--- config.mk ---
export PLATFORM = sky130hd
export DESIGN_NAME = seq_divider
export DESIGN_NICKNAME = d
export VERILOG_FILES = /design/src/rtl/seq_divider.sv
export SDC_FILE = /design/constraint.sdc
export NUM_CORES = 1
export LEC_CHECK = 0
export CORE_ASPECT_RATIO = 1.2
export CORE_UTILIZATION = 35
export CTS_BUF_LIST = sky130_fd_sc_hd__clkbuf_4 sky130_fd_sc_hd__clkbuf_8 sky130_fd_sc_hd__clkbuf_16
export DETAILED_ROUTE_END_ITERATION = 8
export SYNTH_ARGS = -nofsm -noshare
export SYNTH_HDL_FRONTEND = slang
export SYNTH_SLANG_ARGS = --single-unit
--- constraint.sdc ---
create_clock -name clk -period 4.2 [get_ports clk]
set_clock_uncertainty 0.2 [all_clocks]
set_input_delay 1.26 -clock clk [delete_from_list [all_inputs] [get_ports clk]]
set_output_delay 1.26 -clock clk [all_outputs]
set_load 0.01 [all_outputs]
--- src/rtl/seq_divider.sv ---
// rtl/seq_divider.sv - multi-cycle restoring shift-and-subtract divider, signed/unsigned, fixed latency
module seq_divider #(
  parameter int DIV_SIZE = 32
) (
  input  logic                clk,
  input  logic                rst,
  input  logic                start,
  input  logic                signedOp,
  input  logic [DIV_SIZE-1:0] dIn0,
  input  logic [DIV_SIZE-1:0] dIn1,
  output logic                busy,
  output logic                done,
  output logic                divByZero,
  output logic [DIV_SIZE-1:0] quotient,
  output logic [DIV_SIZE-1:0] remainder
);

  localparam int CW = $clog2(DIV_SIZE);
  localparam logic [CW-1:0]       LAST    = CW'(DIV_SIZE - 1);
  localparam logic [DIV_SIZE-1:0] MIN_VAL = {1'b1, {(DIV_SIZE-1){1'b0}}};
  localparam logic [DIV_SIZE-1:0] ONE     = {{(DIV_SIZE-1){1'b0}}, 1'b1};

  typedef enum logic [1:0] {S_IDLE, S_RUN, S_FIX, S_DONE} state_t;

  state_t              r_state;
  state_t              w_next;
  logic [CW-1:0]       r_count;
  logic [DIV_SIZE-1:0] r_rem;
  logic [DIV_SIZE-1:0] r_dvd;
  logic [DIV_SIZE-1:0] r_dvs;
  logic [DIV_SIZE-1:0] r_dvd_orig;
  logic                r_neg_d;
  logic                r_neg_v;
  logic                r_dbz;
  logic [DIV_SIZE-1:0] r_quotient;
  logic [DIV_SIZE-1:0] r_remainder;

  logic [DIV_SIZE-1:0] w_abs0;
  logic [DIV_SIZE-1:0] w_abs1;
  logic [DIV_SIZE:0]   w_shift;
  logic [DIV_SIZE:0]   w_trial;
  logic                w_ovf;
  logic [DIV_SIZE-1:0] w_q_fix;
  logic [DIV_SIZE-1:0] w_r_fix;

  assign w_abs0  = (signedOp && dIn0[DIV_SIZE-1]) ? -dIn0 : dIn0;
  assign w_abs1  = (signedOp && dIn1[DIV_SIZE-1]) ? -dIn1 : dIn1;

  // Trial subtraction is one bit wider so its MSB acts as the borrow/sign.
  assign w_shift = {r_rem, r_dvd[DIV_SIZE-1]};
  assign w_trial = w_shift - {1'b0, r_dvs};

  // Magnitude 1 with a negative sign flag means the divisor was -1.
  assign w_ovf   = r_neg_v && (r_dvs == ONE) && (r_dvd_orig == MIN_VAL);
  assign w_q_fix = (r_neg_d ^ r_neg_v) ? -r_dvd : r_dvd;
  assign w_r_fix = r_neg_d ? -r_rem : r_rem;

  always_ff @(posedge clk) begin
    if (rst) begin
      r_state <= S_IDLE;
    end else begin
      r_state <= w_next;
    end
  end

  always_comb begin
    w_next = r_state;
    busy   = 1'b0;
    done   = 1'b0;
    case (r_state)
      S_IDLE: if (start) w_next = S_RUN;
      S_RUN: begin
        busy = 1'b1;
        if (r_count == LAST) w_next = S_FIX;
      end
      S_FIX: begin
        busy   = 1'b1;
        w_next = S_DONE;
      end
      S_DONE: begin
        done   = 1'b1;
        w_next = S_IDLE;
      end
      default: w_next = S_IDLE;
    endcase
  end

  always_ff @(posedge clk) begin
    if (rst) begin
      r_count     <= '0;
      r_rem       <= '0;
      r_dvd       <= '0;
      r_dvs       <= '0;
      r_dvd_orig  <= '0;
      r_neg_d     <= 1'b0;
      r_neg_v     <= 1'b0;
      r_dbz       <= 1'b0;
      r_quotient  <= '0;
      r_remainder <= '0;
    end else begin
      case (r_state)
        S_IDLE: begin
          if (start) begin
            r_dvd      <= w_abs0;
            r_dvs      <= w_abs1;
            r_dvd_orig <= dIn0;
            r_neg_d    <= signedOp & dIn0[DIV_SIZE-1];
            r_neg_v    <= signedOp & dIn1[DIV_SIZE-1];
            r_rem      <= '0;
            r_count    <= '0;
            r_dbz      <= 1'b0;
          end
        end
        S_RUN: begin
          r_rem   <= w_trial[DIV_SIZE] ? w_shift[DIV_SIZE-1:0] : w_trial[DIV_SIZE-1:0];
          r_dvd   <= {r_dvd[DIV_SIZE-2:0], ~w_trial[DIV_SIZE]};
          r_count <= r_count + 1'b1;
        end
        S_FIX: begin
          if (r_dvs == '0) begin
            r_quotient  <= '1;
            r_remainder <= r_dvd_orig;
            r_dbz       <= 1'b1;
          end else if (w_ovf) begin
            r_quotient  <= r_dvd_orig;
            r_remainder <= '0;
          end else begin
            r_quotient  <= w_q_fix;
            r_remainder <= w_r_fix;
          end
        end
        default: ;
      endcase
    end
  end

  assign quotient  = r_quotient;
  assign remainder = r_remainder;
  assign divByZero = r_dbz;

endmodule

* Word level (Yosys, flattened, before mapping)
Index checks and enable logic that the tools add are counted.
Storage, ports and cells: bits of input ports 68, register bits after elaboration 202, output and inout port bits 67
Cells by class: mux-type cells 23, add/sub/neg operators 6, reduce and logical (&&, ||, !) cells 13, bitwise logic cells 4, equal/unequal tests 9
Operator list (count):
- $mux 32 | 11
- $neg 32->32 | 4
- $pmux 32 s2 | 2
- $sub 33x32->33 | 1
- $eq 32x1->1 const B | 1
- $eq 32x32->1 const B | 1
- $logic_not 32->1 | 1
- $pmux 5 s2 | 1
- $pmux 2 s4 | 1
- $ne 2x2->1 const B | 3
- $reduce_and 2->1 | 3
- $add 5x1->5 const B | 1
- $eq 5x5->1 const B | 1
- $mux 5 | 1
- $eq 2x2->1 const B | 2
- $logic_and 1x1->1 | 4
- $mux 1 | 4
- $mux 2 | 2
- $reduce_bool 2->1 | 2
- $reduce_and 3->1 | 1
- $and 1x1->1 | 2
- $eq 2x1->1 const B | 1
- $logic_not 2->1 | 1
- $pmux 1 s2 | 1
- other kinds (3) | 3

* Logic depth before layout (Yosys ltp)
Gate-level depths: netlist (run 1).
depth in word-level cells 5, mapped depth 14

* Least setup slack after synthesis (run 1)
Ideal clock, no wire load.
path type input to register, start point input port dIn1[10], end point register r_dvs[29], cell stages on the path 9, arrival time 3.580 ns, slack 0.334 ns, cells stage by stage or3_4 > or4_4 > or4_1 > or2_4 > nor3_4 > nand3b_2 > o41ai_2 > xor2_1 > a211oi_1
On the way: cells in the longest elaborated chain, start to end 2
Ends and longest elaborated chain:
- start: declaration | RTL line 10 | input logic [DIV_SIZE-1:0] dIn1,
- $neg 32->32 | RTL line 47 | assign w_abs1 = (signedOp && dIn1[DIV_SIZE-1]) ? -dIn1 : dIn1;
- $mux 32 | RTL line 47
- end signal: assignment | RTL line 105 | r_dvs <= w_abs1;
- end: declaration | RTL line 30 | logic [DIV_SIZE-1:0] r_dvs;
Every way passes these cells. A chain may end at the register's enable or synchronous reset.

* Worst setup path in the final report (run 1)
start point register r_dvd[31], end point register r_rem[24]
On the way: cells in the longest elaborated chain, start to end 3
Ends and longest elaborated chain:
- start: declaration | RTL line 29 | logic [DIV_SIZE-1:0] r_dvd;
- start signal: assignment | RTL line 104 | r_dvd <= w_abs0;
- start signal: assignment | RTL line 116 | r_dvd <= {r_dvd[DIV_SIZE-2:0], ~w_trial[DIV_SIZE]};
- $sub 33x32->33 | RTL line 51 | assign w_trial = w_shift - {1'b0, r_dvs};
- $mux 32 | RTL line 115 | r_rem <= w_trial[DIV_SIZE] ? w_shift[DIV_SIZE-1:0] : w_trial[DIV_SIZE-1:0];
- $pmux 32 s2 | RTL line 101 | case (r_state)
- end signal: assignment | RTL line 115
- end: declaration | RTL line 28 | logic [DIV_SIZE-1:0] r_rem;
Every way passes these cells.

==> results of run 1 <==
cells by family (layout without fill, tap and decap cells):
kind of cell	Yosys count	after routing	share of synthesized area [%]
muxes	29	29	2.419
AOI/OAI and AO/OA	477	477	23.98
adders and majority gates	43	43	4.395
buffers and inverters	158	290	5.000
and+or+nand+nor	599	599	21.89
DFF	202	202	32.58
xor gates and xnor gates	138	138	9.738
path summary, 6_finish.rpt:
path,start,endpoint,slack (ps)
worst max-delay path,r_dvd[31]$_SDFFE_PP0P_,r_rem[24]$_SDFFE_PP0P_,300
worst min-delay path,r_dvs[26]$_SDFFE_PP0P_,r_dvs[26]$_SDFFE_PP0P_,270
worst max register to register,r_dvd[31]$_SDFFE_PP0P_,r_rem[24]$_SDFFE_PP0P_,300
worst min register to register,r_dvs[26]$_SDFFE_PP0P_,r_dvs[26]$_SDFFE_PP0P_,270
worst register-to-register path: stages (launching register included):
cell and delay [ps]:
dfxtp_1 340, inv_1 90, ha_1 280, fa_1 430, nor2b_1 180, o31a_1 220
o211ai_1 200, o211ai_1 340, a21o_1 300, mux2_4 360, or2_1 270, buf_12 190
mux2_4 340, o21ai_1 100
through the flow:
stage	cells	hold slack, ps	util [%]	setup slack (ps)
6_report	2240	274.6	43.52	300.1
5_1_grt	2240	296.4	43.52	141.1
4_1_cts	2240	276.7	43.52	320.8
3_5_place_dp	2198	264.3	41.31	-185.1
3_3_place_gp	2198	261.6	41.31	-138.9
2_1_floorplan	1646	244.2	-	334.1
sequential cells by signal, indices dropped and copies added (netlist names), 2 cells and up:
signal	flops
quotient	32
r_dvd	32
r_count	5
remainder	32
r_rem	32
r_dvs	32
r_state	2
r_dvd_orig	32
layout make-up:
class	instances	area share, %
Tap cell	462	3.805
Inverter	55	1.359
Clock inverter	7	0.2635
Sequential cell	202	26.62
Multi-Input combinational cell	1286	51.25
Timing Repair Buffer	193	11.89
Clock buffer	35	4.818
power by group through the flow:
stage / clock network [µW] / registers, µW / logic, µW
global placement: 0 / 2960 / 4060
floorplan: 0 / 2890 / 2690
global route: 2170 / 3000 / 4570
detailed placement: 0 / 2970 / 4090
CTS: 2090 / 2940 / 4120
finish: 2050 / 2940 / 4120
Yosys cell counts (26+ instances only):
cell type | count | area, µm²
clkbuf_1 | 94 | 352.8
a211oi_1 | 48 | 360.4
a22oi_1 | 26 | 195.2
dfxtp_1 | 202 | 4044
o21ai_0 | 112 | 560.5
nor2_1 | 168 | 630.6
xor2_1 | 62 | 543.0
xnor2_1 | 76 | 665.6
nor3_1 | 33 | 165.2
a21oi_1 | 148 | 740.7
nand2_1 | 255 | 957.2
mux2i_1 | 27 | 270.3
inv_1 | 54 | 202.7
ha_1 | 42 | 525.5
layout by cell type (no fill, tap or decap), types with 26 or more instances in the layout:
master,netlist,layout
nor2_1,168,166
mux2i_1,27,27
clkdlybuf4s50_1,0,133
a22oi_1,26,26
buf_4,0,58
inv_1,54,54
xor2_1,62,62
a21oi_1,148,148
ha_1,42,40
dfxtp_1,202,202
xnor2_1,76,76
nor3_1,33,33
o21ai_0,112,112
nand2_1,255,255
a211oi_1,48,48
layer usage:
metal  routed length, µm  track usage, %  vias up
met3                1883           2.230       61
met5                   0               0        -
met4                1289           7.562        0
met1               17280           26.58     5703
li1                    -               -     6051
met2               19120           37.77      362
==> results.tsv, run 1 <==
stage	metric	value	unit
route	drc	0	
timing	finalCriticalPeriod	3900	ps
setup_path	reg2reg_depth	13	
cts	clk_latency	520	ps
setup_path	crit_path_start_kind	flop	
power_and_ir_drop	leakagePower	0.005650	µW
job	maxCapViolations	0	
floorplan	core-area	34910	µm²
cells_and_area	multi_input_comb_area	7786	µm²
synth	ys_seq_area_share	32.58	%
synth	synth_cells	1646	
cells_and_area	nets	1873	
floorplan	io_pins	135	
timing	setup_tns	0	ps
timing	fmax	256.4	MHz
place	routabilityCongestion	0.9087	
setup_path	cp_max_fo	37	
power_and_ir_drop	ir_drop	0.3299	mV
synth	synth.distinct_cells	71	
worst_hold_path	whs_path_depth	2	
cts	cts.sinks	202	
setup_path	end_kind	flop	
setup_path	cp_slowest_cell	fa_1	
cells_and_area	diodes	0	
power_and_ir_drop	internal_power	5358	µW
cts	tritoncts	done	
cells_and_area	syn_to_final_growth	22.41	%
setup_path	path_delay_family	compound AO/OA/AOI/OAI gates	
synth	ys_ff_latch	202	
route	ant_nets	0	
place	place_area	14420	µm²
grt	antenna_found_initial	0	
route	vias_per_cell	5.436	
cells_and_area	drive_gt1_share	7.312	%
route	vias	12180	
power_and_ir_drop	power_density	599.3	nW/µm²
place	hpwl	29950	µm
route	drt_wl_total	39570	µm
route	drt_iter0_markers	784	
cts	cts.clk_slew.worst_paths	60	ps
setup_path	critPathBufInv	2	
worst_hold_path	hold_class	reg2reg	
place	numPortBuffers	134	
grt	grt_pass1_wl	62000	µm
setup_path	crit_chain	inv_1 > ha_1 > fa_1 > nor2b_1 > o31a_1 > o211ai_1 > o211ai_1 > a21o_1 > mux2_4 > or2_1 > buf_12 > mux2_4 > o21ai_1	
cells_and_area	ff_latch_area	4044	µm²
cts	numCtsBuffers	24	
cells_and_area	num-fill-cells	3536	
timing	relSlewSlack	34.69	%
route	dr.pass1.iters	5	
setup_path	path_depth	13	
synth	synth_ff_type	dfxtp_1	
setup_path	critPathKind	reg2reg	
grt	grt.overflow.total	0	
power_and_ir_drop	p_seq_share	32.3	%
floorplan	rows	75	
power_and_ir_drop	total_power	9105	µW
power_and_ir_drop	p_switching	3747	µW
synth	async_reset_ff_share	0	%
synth	netlist_area	12410	µm²
cts	h-tree-depth	1	
synth	synth_enable_flop_cells	0	
cts	clockRootBuffer	clkbuf_16	
outcome	status	complete, no violations	
power_and_ir_drop	p_comb_share	45.3	%
cts	cts_setup_buffers	0	
grt	grt_pass1_vias	11450	
timing	finalCritPeriodShare	92.85	%
cts	cts_resized	0	
timing	slew_viol_final	0	
setup_path	cpPeakStageDelay	430	ps
cells_and_area	finalInstanceArea	15190	µm²
grt	grt_start_max_net_pins	94	
cts	ctsHoldBuffers	0	
timing	worst-slew-pin-transition	979.6	ps
route	wire_per_inst	17.67	µm
power_and_ir_drop	switching_share	41.15	%
floorplan	die_y	208.3	µm
floorplan	die_w	173.9	µm
synth	syn_avg_cell_area	7.541	µm²
floorplan	start_util	35.56	%
timing	hold_viol	0	
timing	finalSetupViolations	0	
floorplan	dieArea	36220	µm²
cts	cts_max_path_buffers	3	
synth	syn_nets	1757	
grt	grt_usage	21.31	%
timing	rsz0062_at_grt	no	
setup_path	crit_arrival	4150	ps
setup_path	required	4450	ps
synth	synth-warning-count	0	
power_and_ir_drop	pwr-share-clk	22.5	%
Note: power is estimated with default switching activity, not from simulation.
==> run 2, diff against run 1 <==
--- a/config.mk
+++ b/config.mk
@@ -8,6 +8,7 @@
 export CORE_ASPECT_RATIO = 1.2
 export CORE_UTILIZATION = 35
 export CTS_BUF_LIST = sky130_fd_sc_hd__clkbuf_4 sky130_fd_sc_hd__clkbuf_8 sky130_fd_sc_hd__clkbuf_16
+export CTS_CLUSTER_DIAMETER = 80
 export DETAILED_ROUTE_END_ITERATION = 8
 export SYNTH_ARGS = -nofsm -noshare
 export SYNTH_HDL_FRONTEND = slang
==> constraint.sdc (replaced) <==
create_clock -name clk -period 4 [get_ports clk]
set_clock_uncertainty 0.2 [all_clocks]
set_input_delay 1.2 -clock clk [delete_from_list [all_inputs] [get_ports clk]]
set_output_delay 1.2 -clock clk [all_outputs]
set_load 0.01 [all_outputs]
==> run 2 against run 1 <==
Compared with the run above: worst setup slack got worse by 75 ps; worst hold slack got worse by 2.6 ps; wire length rose by 0.31%; critical path depth fell by 3; sequential share of layout area fell by 0.23 points; sequential cell count did not move; final area rose by 0.86%; core utilization rose by 0.37 points; critical path type is now in2reg.
==> results.tsv, run 2 (synthesis results as in run 1) <==
stage	metric	value	unit
cells_and_area	drive_gt1_share	8.194	%
power_and_ir_drop	pwr-share-clk	22.7	%
setup_path	required	4240	ps
place	routabilityCongestion	0.9226	
cts	cts_setup_buffers	0	
floorplan	rows	75	
power_and_ir_drop	power_density	626.3	nW/µm²
route	dr.pass1.iters	5	
cells_and_area	syn_to_final_growth	23.46	%
timing	worst-slew-pin-transition	988.3	ps
cells_and_area	nets	1889	
timing	finalSetupViolations	0	
cts	h-tree-depth	1	
grt	grt_pass1_wl	62570	µm
route	vias	12250	
setup_path	cp_slowest_cell	or4_1	
timing	relSlewSlack	34.11	%
route	ant_nets	0	
outcome	status	complete, no violations	
floorplan	die_y	208.3	µm
power_and_ir_drop	leakagePower	0.005726	µW
timing	hold_viol	0	
timing	slew_viol_final	0	
cts	cts_resized	0	
grt	grt_pass1_vias	11460	
place	hpwl	29910	µm
cts	clockRootBuffer	clkbuf_16	
grt	grt_usage	21.37	%
setup_path	cp_max_fo	3	
route	drc	0	
cells_and_area	layout_common_cells	nand2_1 (255), dfxtp_1 (202), nor2_1 (166)	
cts	numCtsBuffers	24	
timing	hold-worst-slack	272.0	ps
floorplan	die_w	173.9	µm
setup_path	crit_chain	clkdlybuf4s50_1 > or3_4 > or4_4 > or4_1 > or2_4 > nor3_4 > nand3b_2 > o41ai_2 > xor2_1 > a211oi_1	
power_and_ir_drop	switching_share	41.58	%
setup_path	crit_arrival	4020	ps
cells_and_area	final_util	43.90	%
cts	cts_max_path_buffers	3	
cells_and_area	finalInstanceArea	15320	µm²
power_and_ir_drop	internal_power	5607	µW
place	numPortBuffers	134	
cts	tritoncts	done	
cells_and_area	num-fill-cells	3545	
place	place_area	14550	µm²
cts	cts.sinks	202	
timing	finalCritPeriodShare	94.37	%
route	vias_per_cell	5.430	
setup_path	path_delay_family	simple AND/OR/NAND/NOR gates	
setup_path	crit_path_start_kind	input port	
power_and_ir_drop	p_switching	3991	µW
route	drt_wl_total	39700	µm
floorplan	start_util	35.56	%
floorplan	core-area	34910	µm²
floorplan	dieArea	36220	µm²
timing	finalCriticalPeriod	3775	ps
cts	cts.clk_slew.worst_paths	60	ps
cts	clk_latency	530	ps
power_and_ir_drop	p_seq_share	32.2	%
power_and_ir_drop	ir_drop	0.3222	mV
timing	fmax	264.9	MHz
floorplan	io_pins	135	
grt	antenna_found_initial	0	
cts	ctsHoldBuffers	0	
power_and_ir_drop	total_power	9598	µW
setup_path	end_kind	flop	
route	drt_iter0_markers	842	
setup_path	cpPeakStageDelay	430	ps
route	wire_per_inst	17.60	µm
setup_path	critPathKind	in2reg	
worst_hold_path	hold_class	reg2reg	
grt	grt_start_max_net_pins	109	
grt	grt.overflow.total	0	
job	maxCapViolations	0	
setup_path	critPathBufInv	1	
cells_and_area	final_common_cell	nand2_1	
cells_and_area	diodes	0	
timing	rsz0062_at_grt	no	
power_and_ir_drop	p_comb_share	45.2	%
run 2: changes by cell type in the layout (fill, tap and decap cells not counted), sizes merged:
cell / delta
clkinv: -1
buf: +16
bufinv: +1
inv: +2
clkbuf: -4
clkinvlp: +2
run 2: final cells by class:
cell class / instances / area [µm²] / share of cell area, %
timing repair buffer: 209 / 1939 / 12.66
inverter: 55 / 206.4 / 1.347
clock inverter: 11 / 108.9 / 0.7104
multi-input combinational: 1286 / 7781 / 50.78
clock buffer: 31 / 665.6 / 4.344
sequential: 202 / 4044 / 26.39
tap: 462 / 578.1 / 3.772
run 2: layer usage:
metal,global-route usage [%],up-vias,routed length (µm)
met5,0,-,0
met2,35.81,347,18500
li1,-,6094,-
met1,26.94,5716,17450
met3,2.686,94,1719
met4,10.62,0,2026
run 2: power by group through the flow:
stage               sequential [µW]  clock (µW)  combinational (µW)
global placement               3110           0                4260
CTS                            3090        2230                4330
global route                   3160        2310                4790
detailed placement             3120           0                4310
finish                         3090        2170                4330
floorplan                      3030           0                2820
run 2: tightest hold or removal path, cell delays in order (launching register included):
cell and delay, ps:
dfxtp_1 320, nand2_1 60, a21oi_1 50
run 2: worst paths after layout:
path / start / end / slack, ps / cells after the start
max reg2reg: r_dvd[31]$_SDFFE_PP0P_ / r_rem[20]$_SDFFE_PP0P_ / 300 / 13
min reg2reg: r_dvs[26]$_SDFFE_PP0P_ / r_dvs[26]$_SDFFE_PP0P_ / 270 / 2
min: r_dvs[26]$_SDFFE_PP0P_ / r_dvs[26]$_SDFFE_PP0P_ / 270 / 2
max: dIn1[10] / r_dvs[29]$_SDFFE_PP0P_ / 230 / 10
run 2: per-stage QoR:
stage	setup slack [ps]	cells	TNS, ps
final	225.1	2256	0
after floorplan	194.1	1646	0
after global placement	-279.4	2214	-1770
after CTS	211.4	2256	0
after global routing	69.06	2256	0
after detailed placement	-343.3	2214	-2372
